$ cat src/rtl/break_select_controller_pkg.sv
// rtl/break_select_controller_pkg.sv - shared states, index width and write-enable encodings
package break_select_controller_pkg;

    // Only a three-literal clause is supported; the top refuses any other NSAT.
    localparam int NSAT_SUPPORTED = 3;
    localparam int NSAT_BITS      = $clog2(NSAT_SUPPORTED);

    // Controller states
    typedef logic [2:0] state_t;
    localparam state_t ST_IDLE     = 3'd0;
    localparam state_t ST_FETCH    = 3'd1;
    localparam state_t ST_SELECT   = 3'd2;
    localparam state_t ST_SEL_WAIT = 3'd3;
    localparam state_t ST_CAPTURE  = 3'd4;
    localparam state_t ST_FLIP     = 3'd5;

    // Datapath write-enable encodings: zero is idle, all-ones asks the selector to pick.
    localparam logic [NSAT_BITS-1:0] WREN_IDLE   = '0;
    localparam logic [NSAT_BITS-1:0] WREN_SELECT = '1;

endpackage

$ cat src/rtl/break_select_controller_lit_next_valid.sv
// rtl/break_select_controller_lit_next_valid.sv - finds the lowest valid literal at or above a start index
module lit_next_valid
    import break_select_controller_pkg::*;
#(
    parameter int NSAT     = 3,
    parameter int IDX_BITS = NSAT_BITS
) (
    input  logic [NSAT-1:0]     valid_i,
    input  logic [IDX_BITS-1:0] start_idx_i,
    output logic                found_o,
    output logic [IDX_BITS-1:0] idx_o
);

    // Scan from the top down so the last hit written is the lowest qualifying index.
    always_comb begin
        found_o = 1'b0;
        idx_o   = '0;
        for (int i = NSAT - 1; i >= 0; i--) begin
            if (valid_i[i] && (IDX_BITS'(i) >= start_idx_i)) begin
                found_o = 1'b1;
                idx_o   = IDX_BITS'(i);
            end
        end
    end

endmodule

$ cat src/rtl/break_select_controller.sv
// rtl/break_select_controller.sv - sequences per-literal fetches, selection and flip handoff for one clause
module break_select_controller
    import break_select_controller_pkg::*;
#(
    parameter int NSAT     = 3,
    parameter int VAR_BITS = 8
) (
    input  logic                     clk,
    input  logic                     reset,
    input  logic                     start_i,
    input  logic [NSAT*VAR_BITS-1:0] clause_vars_i,
    input  logic [NSAT-1:0]          clause_lit_valid_i,
    output logic                     fetch_req_o,
    output logic [VAR_BITS-1:0]      fetch_var_o,
    input  logic                     fetch_ack_i,
    output logic [NSAT_BITS-1:0]     wren_o,
    output logic [NSAT-1:0]          break_values_valid_o,
    input  logic [NSAT_BITS-1:0]     select_i,
    output logic                     flip_valid_o,
    output logic [VAR_BITS-1:0]      flip_var_o,
    input  logic                     flip_ready_i,
    input  logic                     abort_i,
    output logic                     busy_o,
    output logic                     error_o
);

    generate
        if (NSAT != NSAT_SUPPORTED) begin : g_nsat_check
            $error("break_select_controller supports only NSAT=3");
        end
    endgenerate

    localparam logic [NSAT_BITS-1:0] K_LAST = NSAT_BITS'(NSAT - 1);

    state_t                           state_q, state_d;
    logic [NSAT_BITS-1:0]             k_q, k_d;
    logic [NSAT-1:0][VAR_BITS-1:0]    vars_q;
    logic [NSAT-1:0]                  valid_q;
    logic [VAR_BITS-1:0]              flip_var_q;
    logic                             error_q, error_d;
    logic                             init_q;
    logic                             latch_en;
    logic                             capture_en;

    logic [NSAT-1:0]                  find_valid;
    logic [NSAT_BITS-1:0]             find_start;
    logic                             find_found;
    logic [NSAT_BITS-1:0]             find_idx;
    logic [VAR_BITS-1:0]              sel_var;

    // In IDLE the finder looks at the incoming clause from slot 0; while fetching it
    // looks at the latched mask from the slot after the current one.
    assign find_valid = (state_q == ST_IDLE) ? clause_lit_valid_i : valid_q;
    assign find_start = (state_q == ST_IDLE) ? '0 : (k_q + NSAT_BITS'(1));

    lit_next_valid #(
        .NSAT     (NSAT),
        .IDX_BITS (NSAT_BITS)
    ) u_next (
        .valid_i     (find_valid),
        .start_idx_i (find_start),
        .found_o     (find_found),
        .idx_o       (find_idx)
    );

    // An out-of-range winner index captures zero rather than an undefined slot.
    assign sel_var = (select_i <= K_LAST) ? vars_q[select_i] : '0;

    // Next-state decision; abort overrides every transition including an ack.
    always_comb begin
        state_d    = state_q;
        k_d        = k_q;
        latch_en   = 1'b0;
        capture_en = 1'b0;
        error_d    = 1'b0;
        case (state_q)
            ST_IDLE: begin
                if (start_i && init_q) begin
                    if (find_found) begin
                        latch_en = 1'b1;
                        k_d      = find_idx;
                        state_d  = ST_FETCH;
                    end else begin
                        error_d = 1'b1;
                    end
                end
            end
            ST_FETCH: begin
                if (fetch_ack_i) begin
                    if (k_q == K_LAST) begin
                        state_d = ST_SEL_WAIT;
                    end else if (find_found) begin
                        k_d = find_idx;
                    end else begin
                        state_d = ST_SELECT;
                    end
                end
            end
            ST_SELECT:   state_d = ST_SEL_WAIT;
            ST_SEL_WAIT: state_d = ST_CAPTURE;
            ST_CAPTURE: begin
                capture_en = 1'b1;
                state_d    = ST_FLIP;
            end
            ST_FLIP: begin
                if (flip_ready_i) begin
                    state_d = ST_IDLE;
                end
            end
            default: state_d = ST_IDLE;
        endcase
        if (abort_i) begin
            state_d    = ST_IDLE;
            latch_en   = 1'b0;
            capture_en = 1'b0;
            error_d    = 1'b0;
        end
    end

    // Output decode; an abort blanks everything in the cycle it is raised.
    always_comb begin
        fetch_req_o          = 1'b0;
        fetch_var_o          = '0;
        wren_o               = WREN_IDLE;
        flip_valid_o         = 1'b0;
        busy_o               = 1'b0;
        break_values_valid_o = '0;
        if (!abort_i) begin
            busy_o = (state_q != ST_IDLE);
            case (state_q)
                ST_FETCH: begin
                    fetch_req_o = 1'b1;
                    fetch_var_o = vars_q[k_q];
                    if (fetch_ack_i) begin
                        wren_o = (k_q == K_LAST) ? WREN_SELECT : (NSAT_BITS'(1) << k_q);
                    end
                end
                ST_SELECT: wren_o = WREN_SELECT;
                ST_FLIP:   flip_valid_o = 1'b1;
                default:   ;
            endcase
            if (wren_o == WREN_SELECT) begin
                break_values_valid_o = valid_q;
            end
        end
    end

    assign error_o    = error_q & ~abort_i;
    assign flip_var_o = abort_i ? '0 : flip_var_q;

    // State, latched clause, captured winner and the post-reset start guard.
    always_ff @(posedge clk or negedge reset) begin
        if (!reset) begin
            state_q    <= ST_IDLE;
            k_q        <= '0;
            vars_q     <= '0;
            valid_q    <= '0;
            flip_var_q <= '0;
            error_q    <= 1'b0;
            init_q     <= 1'b0;
        end else begin
            init_q  <= 1'b1;
            state_q <= state_d;
            k_q     <= k_d;
            error_q <= error_d;
            if (latch_en) begin
                vars_q  <= clause_vars_i;
                valid_q <= clause_lit_valid_i;
            end
            if (abort_i) begin
                flip_var_q <= '0;
            end else if (capture_en) begin
                flip_var_q <= sel_var;
            end
        end
    end

endmodule

$ cat config.mk
export PLATFORM = sky130hd
export DESIGN_NAME = break_select_controller
export DESIGN_NICKNAME = d
export VERILOG_FILES = /design/src/rtl/break_select_controller_pkg.sv /design/src/rtl/break_select_controller_lit_next_valid.sv /design/src/rtl/break_select_controller.sv
export SDC_FILE = /design/constraint.sdc
export NUM_CORES = 1
export LEC_CHECK = 0
export CORE_ASPECT_RATIO = 1.5
export CORE_MARGIN = 2
export CORE_UTILIZATION = 30
export CTS_CLUSTER_DIAMETER = 150
export DETAILED_ROUTE_END_ITERATION = 8
export PLACE_DENSITY = 0.6
export SETUP_SLACK_MARGIN = 0.2
export SYNTH_ARGS = -nofsm -noshare
export SYNTH_HDL_FRONTEND = slang
export SYNTH_SLANG_ARGS = --single-unit
$ cat constraint.sdc
create_clock -name clk -period 2.98 [get_ports clk]
set_clock_uncertainty 0.05 [all_clocks]
set_input_delay 0.745 -clock clk [delete_from_list [all_inputs] [get_ports clk]]
set_output_delay 0.745 -clock clk [all_outputs]
set_load 0.01 [all_outputs]
## Word-level counts from Yosys, hierarchy flattened

Cells that the tools add are included.

| word-level totals | value |
|---|---|
| flip-flop bits (word level) | 42 |
| output and inout bits | 25 |
| latch bits | 0 |
| bits in writable memories | 0 |
| logic and storage cells | 97 |
| ROM bits | 0 |
| input port bits | 35 |
| memories kept | 0 |

| cells by class | value |
|---|---|
| shift-type cells | 1 |
| add/subtract/negate cells | 1 |
| bitwise logic cells | 2 |
| multipliers | 0 |
| reductions and logical operators | 10 |
| div/mod/pow operators | 0 |
| $lt $le $gt $ge | 6 |
| mux-type cells | 53 |
| equality and inequality tests | 15 |

Operators by type and width:

| cell | number |
|---|---|
| two-way mux 8 bit | 8 |
| binary-select mux 8 bit (select 2 bit) | 2 |
| two-way mux 3 bit | 10 |
| two-way mux 2 bit | 12 |
| two-way mux 1 bit | 18 |
| one-hot mux 3 bit (6 select lines) | 1 |
| inequality test 3 bit, second input constant | 3 |
| one-hot mux 2 bit (2 select lines) | 2 |
| equality test 3 x 2 -> 1 bit, second input constant | 2 |
| equality test 3 bit, second input constant | 2 |
| < comparator 2 x 3 -> 1 bit, second input constant | 2 |
| AND reduction 5 bit | 1 |
| equality test 2 bit, second input constant | 2 |
| >= comparator 1 x 2 -> 1 bit, first input constant | 2 |
| logical AND 1 bit | 4 |
| inequality test 2 bit, second input constant | 2 |
| inequality test 4 bit, second input constant | 1 |
| AND reduction 4 bit | 1 |
| nonzero test 2 bit | 2 |
| equality test 3 x 1 -> 1 bit, second input constant | 1 |
| zero test 3 bit | 1 |
| inequality test 3 x 2 -> 1 bit, second input constant | 1 |
| nonzero test 3 bit | 1 |
| adder 2 x 1 -> 2 bit, second input constant | 1 |
| other kinds (6) | 6 |

## Longest topological paths before layout

Gate-level depths: netlist of run 1.

| depth | value |
|---|---|
| word-level depth | 12 |
| mapped depth | 7 |
| depth with buffers taken out | 6 |

## Cells and area by module

Synthesis of run 1 repeated with hierarchy kept, for this count alone.

| second synthesis, totals | value |
|---|---|
| cells, all modules | 219 |
| area, all modules | 2482.4 um^2 |

By module, submodules not included:

| module | instances | cells an instance | sequential area each (um^2) | area an instance (um^2) |
|---|---|---|---|---|
| break_select_controller | 1 | 210 | 1051.0 | 2426.1 |
| lit_next_valid | 1 | 9 | 0.0 | 56.3 |

## Worst setup path after synthesis of run 1

Ideal clock, no wire load.

| timing | value |
|---|---|
| kind | flip-flop to output port |
| start point | register k_q[0] |
| end point | output break_values_valid_o[0] |
| cell stages (with the launch flop) | 7 |
| buffers on the path | 1 |
| data required time | 2185 ps |
| setup slack | 491 ps |
| arrival time | 1694 ps |
| cells stage by stage | dfrtp_1 buf_2 inv_1 ha_1 a21boi_1 a2111oi_2 and2_1 |

| on the way | value |
|---|---|
| cells in the longest elaborated chain, start to end | 8 |
| elaborated cells between the ends (all ways) | 9 |
| classes of those cells | eq/ne (2); shift (1); mux (6) |

RTL lines:

| item | line | text |
|---|---|---|
| start: declaration | break_select_controller.sv:36 | `logic [NSAT_BITS-1:0] k_q, k_d;` |
| start signal: assignment | break_select_controller.sv:164 | `k_q <= k_d;` |
| equality test 2 bit / << shifter 1 x 2 -> 2 bit (equally long branches) | break_select_controller.sv:135 | `wren_o = (k_q == K_LAST) ? WREN_SELECT : (NSAT_BITS'(1) << k_q);` |
| two-way mux 2 bit * | break_select_controller.sv:135 |  |
| two-way mux 2 bit * | break_select_controller.sv:134 | `if (fetch_ack_i) begin` |
| one-hot mux 2 bit (2 select lines) * | break_select_controller.sv:130 | `case (state_q)` |
| two-way mux 2 bit * | break_select_controller.sv:128 | `if (!abort_i) begin` |
| equality test 2 bit * | break_select_controller.sv:142 | `if (wren_o == WREN_SELECT) begin` |
| two-way mux 3 bit * | break_select_controller.sv:142 |  |
| two-way mux 3 bit * | break_select_controller.sv:128 |  |
| end: declaration | break_select_controller.sv:17 | `output logic [NSAT-1:0] break_values_valid_o,` |

Mark *: on every way between the ends. The rest lies on a longest branch, timed or not. The select of a mux whose other input is x is not followed.

## Worst setup path after layout of run 1

| timing | value |
|---|---|
| start point | input fetch_ack_i |
| end point | output wren_o[0] |

| on the way | value |
|---|---|
| cells in the longest elaborated chain, start to end | 4 |

RTL lines:

| item | line | text |
|---|---|---|
| start: declaration | break_select_controller.sv:15 | `input logic fetch_ack_i,` |
| two-way mux 2 bit | break_select_controller.sv:134 |  |
| one-hot mux 2 bit (2 select lines) | break_select_controller.sv:130 |  |
| two-way mux 2 bit (2 in series) | break_select_controller.sv:128 |  |
| end: declaration | break_select_controller.sv:16 | `output logic [NSAT_BITS-1:0] wren_o,` |

Every way passes these cells. The select of a mux whose other input is x is not followed.

==> results.md, run 1 <==
- Number of cell rows: 40
- Via count of the first global-routing pass: between 2k and 2.5k
- Detailed Routing Iterations Pass 1: 4
- Proportion of register bits with asynchronous set or reset after synthesis: 100%
- Post-synthesis area per instance: about 11 um2
- Peak supply drop: 0.000416 V
- Count of yosys warnings during synthesis: 0
- Final core utilization: between 40% and 50%
- Final Max Slew Viols: 0
- Port bufs: around 60
- Global Route Usage Sum: around 14%
- Min Clock Period, post-route: approximately 2.7 ns
- Post-synthesis instance total: 230
- Top-level I/O count: 60
- Largest family of logic cells by synthesized area: multiplexers
- Post-route ant nets: 0
- Leading register cell type out of synthesis: dfrtp_1
- Mux contribution to synthesized area: between 20% and 30%
- Wire length of the first global-routing pass: about 10 mm
- H-tree Lvls: 2
- Crit Path Category: in -> out
- Setup crit start kind: primary input
- Number of synthesized flops with an enable pin: 0
- Total wire length: 6.06 mm
- Endpoint required time on the critical path: approximately 2.2 ns
- Kind of cell adding the most delay to the critical path: buffers and inverters
- Post-cts hold buffer count: 0
- Data arrival time of the worst path: 1.90 ns
- Hpwl dp: 4.49 mm
- Share of the yosys chip area belonging to registers: 42.8%
- Total gr overflow: 0
- Area of the die: 8940 um2
- Count of different cell masters after synthesis: 42
- Number of placed instances with taps included: 399
- Power per cell area: 810 nW/um2
- Clock transition at the registers of the reported paths: 0.06 ns
- Cell Count, Final, Fillers Out: a little over 400
- Result of the run: completed
- Area fraction in and, or, nand and nor cells after synthesis: roughly 17%
- Number of clock sinks: 42
- Number of storage elements in the synthesis netlist: between 40 and 50
- Master of the slowest instance on the critical path: dlygate4sd2_1
- Actual transition at the worst max-transition pin: between 0.9 and 1 ns
- Fmax: between 300 and 400 MHz
- Fraction of final layout cells sized beyond drive strength 1: a little under a quarter
- Hold Slack: roughly 0.49 ns
- Number of antenna cells inserted: 0
- Worst hold path type: reg -> reg
- Number of setup violations in the final report: 0
- Maximum number of pins on one net before global-route repair: 43
- Critical path, cell by cell: dlygate4sd2_1 > and3b_2 > o21ai_2 > buf_4 > a211oi_1 > dlygate4sd2_1
- Detailed-route vias per instance: 4.87
- Vias: just under 2k
- Crit end category: output pin
- WP buf/inv: 3
- Maxcap violations: 0
- Insertion delay of the later-clocked pin in the worst-skew pair: between 0.2 and 0.3 ns
- Top library cells by usage in the layout, fill and taps aside: dfrtp_1 (42), clkdlybuf4s50_1 (42), nor2_1 (37)
- Number of failing hold endpoints at the final stage: 0
- Leak pwr: approximately 1.6 nW
- Biggest area consumer among synthesized cells: dfrtp_1
- Synth Net Count: 267
- Clock buffer count from CTS: 5
- Compound-gate portion of the synthesized area: 12.5%
- Xor-xnor portion of the synthesized cell area: 0%
- Area of the placeable core: a little under 8000 um2
- DR WL/cell: roughly 15 um
- Area taken by multi-input logic gates: around 1300 um2
- Area of all placed cells without fillers: 3410 um2
- Largest cells by area after synthesis: dfrtp_1 (43%), mux2_4 (12%), mux2i_1 (6.5%)
- Slew HR: between 30% and 40%
- Final-stage net count: 340
- Gp weighted congestion: about 0.76
- Adder and majority gate portion of the synthesized area: 1.02%
- Fraction of the cycle the final worst path needs: slightly above 90%
- Delay of the slowest cell on the worst path: between 0.2 and 0.3 ns
- Most common cell on crit path: dlygate4sd2_1
- TritonCTS clock tree: yes
- Starting DRC count in detailed routing: around 110
- Total cell area at the placement stage: about 3200 um2
- Area used by sequential logic in the layout: around 1100 um2
- Antenna violations before repair: 0
- Area share of the leading cell type in the synthesized netlist: ~43%
- Starting density of the core: between 30% and 40%
- Area growth, synth to finish: 39.1%
- Post-route DRC violation count: 0
- Root buf cell: clkbuf_16
- CTS max path bufs: 2
- Chip Width: around 78 um
- Die height: 115 um
- Final-layout fill cell count: 789
- Setup repair after global routing missed its margin: false
- Critical path peak fanout: 3
- Post-synth design cell area: 2450 um2
==> cell families after synthesis <==
group,after synthesis
compound gates,45
fa+ha+maj,2
buf+inv,21
flops,42
mux,42
other cells,1
simple gates,77
==> metal layers <==
metal	share of wire, %	GRT usage, %	vias to the layer above
met4	3.2	7.26	0
met3	4.8	2.28	13
li1	-	-	959
met1	40	16.9	942
met2	52	25.3	72
met5	0	0	-
==> Yosys cell counts (3+ instances only) <==
cell      count
dfrtp_1      42
nor2_1       37
a21oi_1      19
mux2_4       19
mux2i_1      16
nor2b_1      10
a211oi_1      9
inv_1         7
mux2_2        7
buf_2         5
clkbuf_1      4
nand2b_1      4
and2_1        3
buf_6         3
nand2_1       3
nand3_1       3
nor4b_1       3
==> where the power goes <==
part | switching [mW] | internal [mW]
sequential | 0.193 | 0.787
combinational | 0.521 | 0.637
clock | 0.213 | 0.413
total | 0.927 | 1.84
==> path summary, 6_finish.rpt <==
| check | slack [ns] | cells after the start | from | endpoint |
|---|---|---|---|---|
| worst max-delay path | 0.28 | 6 | fetch_ack_i | wren_o[0] |
| worst min-delay path | 0.49 | 1 | vars_q[1]$_DFFE_PN0P_ | vars_q[1]$_DFFE_PN0P_ |
| worst max register to register | 0.99 | 7 | k_q[1]$_DFFE_PN0P_ | k_q[1]$_DFFE_PN0P_ |
| worst min register to register | 0.49 | 1 | vars_q[1]$_DFFE_PN0P_ | vars_q[1]$_DFFE_PN0P_ |
| max in group asynchronous | 1.73 | 1 | reset | vars_q[23]$_DFFE_PN0P_ |
| min in group asynchronous | 0.55 | 1 | reset | vars_q[15]$_DFFE_PN0P_ |
==> worst register-to-register path, stage by stage (launching register included) <==
cell,delay [ns]
dfrtp_1,0.39
buf_4,0.17
ha_1,0.22
buf_4,0.15
nand3b_1,0.14
a21boi_0,0.39
a21boi_1,0.22
a2bb2oi_1,0.17
==> area by class of cell <==
type,count,area share (%)
repair buffers,80,21.1
clock buffers,6,4.07
clock inverters,1,0.879
flip-flops and latches,42,30.8
well taps,105,3.85
multi-input cells,167,38.5
inverters,7,0.770
==> through the flow <==
stage	setup WS, ns	setup TNS (ns)	power (mW)
after floorplan	0.491	0	1.74
after global placement	-0.432	-3.49	2.11
after detailed placement	-0.480	-3.50	2.13
after CTS	0.212	0	2.78
after global routing	0.204	0	2.94
final	0.281	0	2.76
==> timing repair <==
action | CTS | global route
pin swaps | 6 | 1
hold endpoints to repair | 0 | 0
endpoints found under the setup margin | 25 | 5
setup buffers | 2 | 0
gates resized for setup | 31 | 2
==> registers in the layout (all words and copies together), names as in the netlist <==
register / flops
init_q: 1
vars_q: 24
k_q: 2
state_q: 3
error_q: 1
valid_q: 3
flip_var_q: 8
No activity file was read; power rests on OpenSTA's default activity.
==> run 2, diff against run 1 <==
GPL_ROUTABILITY_DRIVEN = 0   (was unset)
SLEW_MARGIN = 10   (was unset)
==> results of run 2 <==
No change in the layout: final DEF, timing and power equal those of run 1.
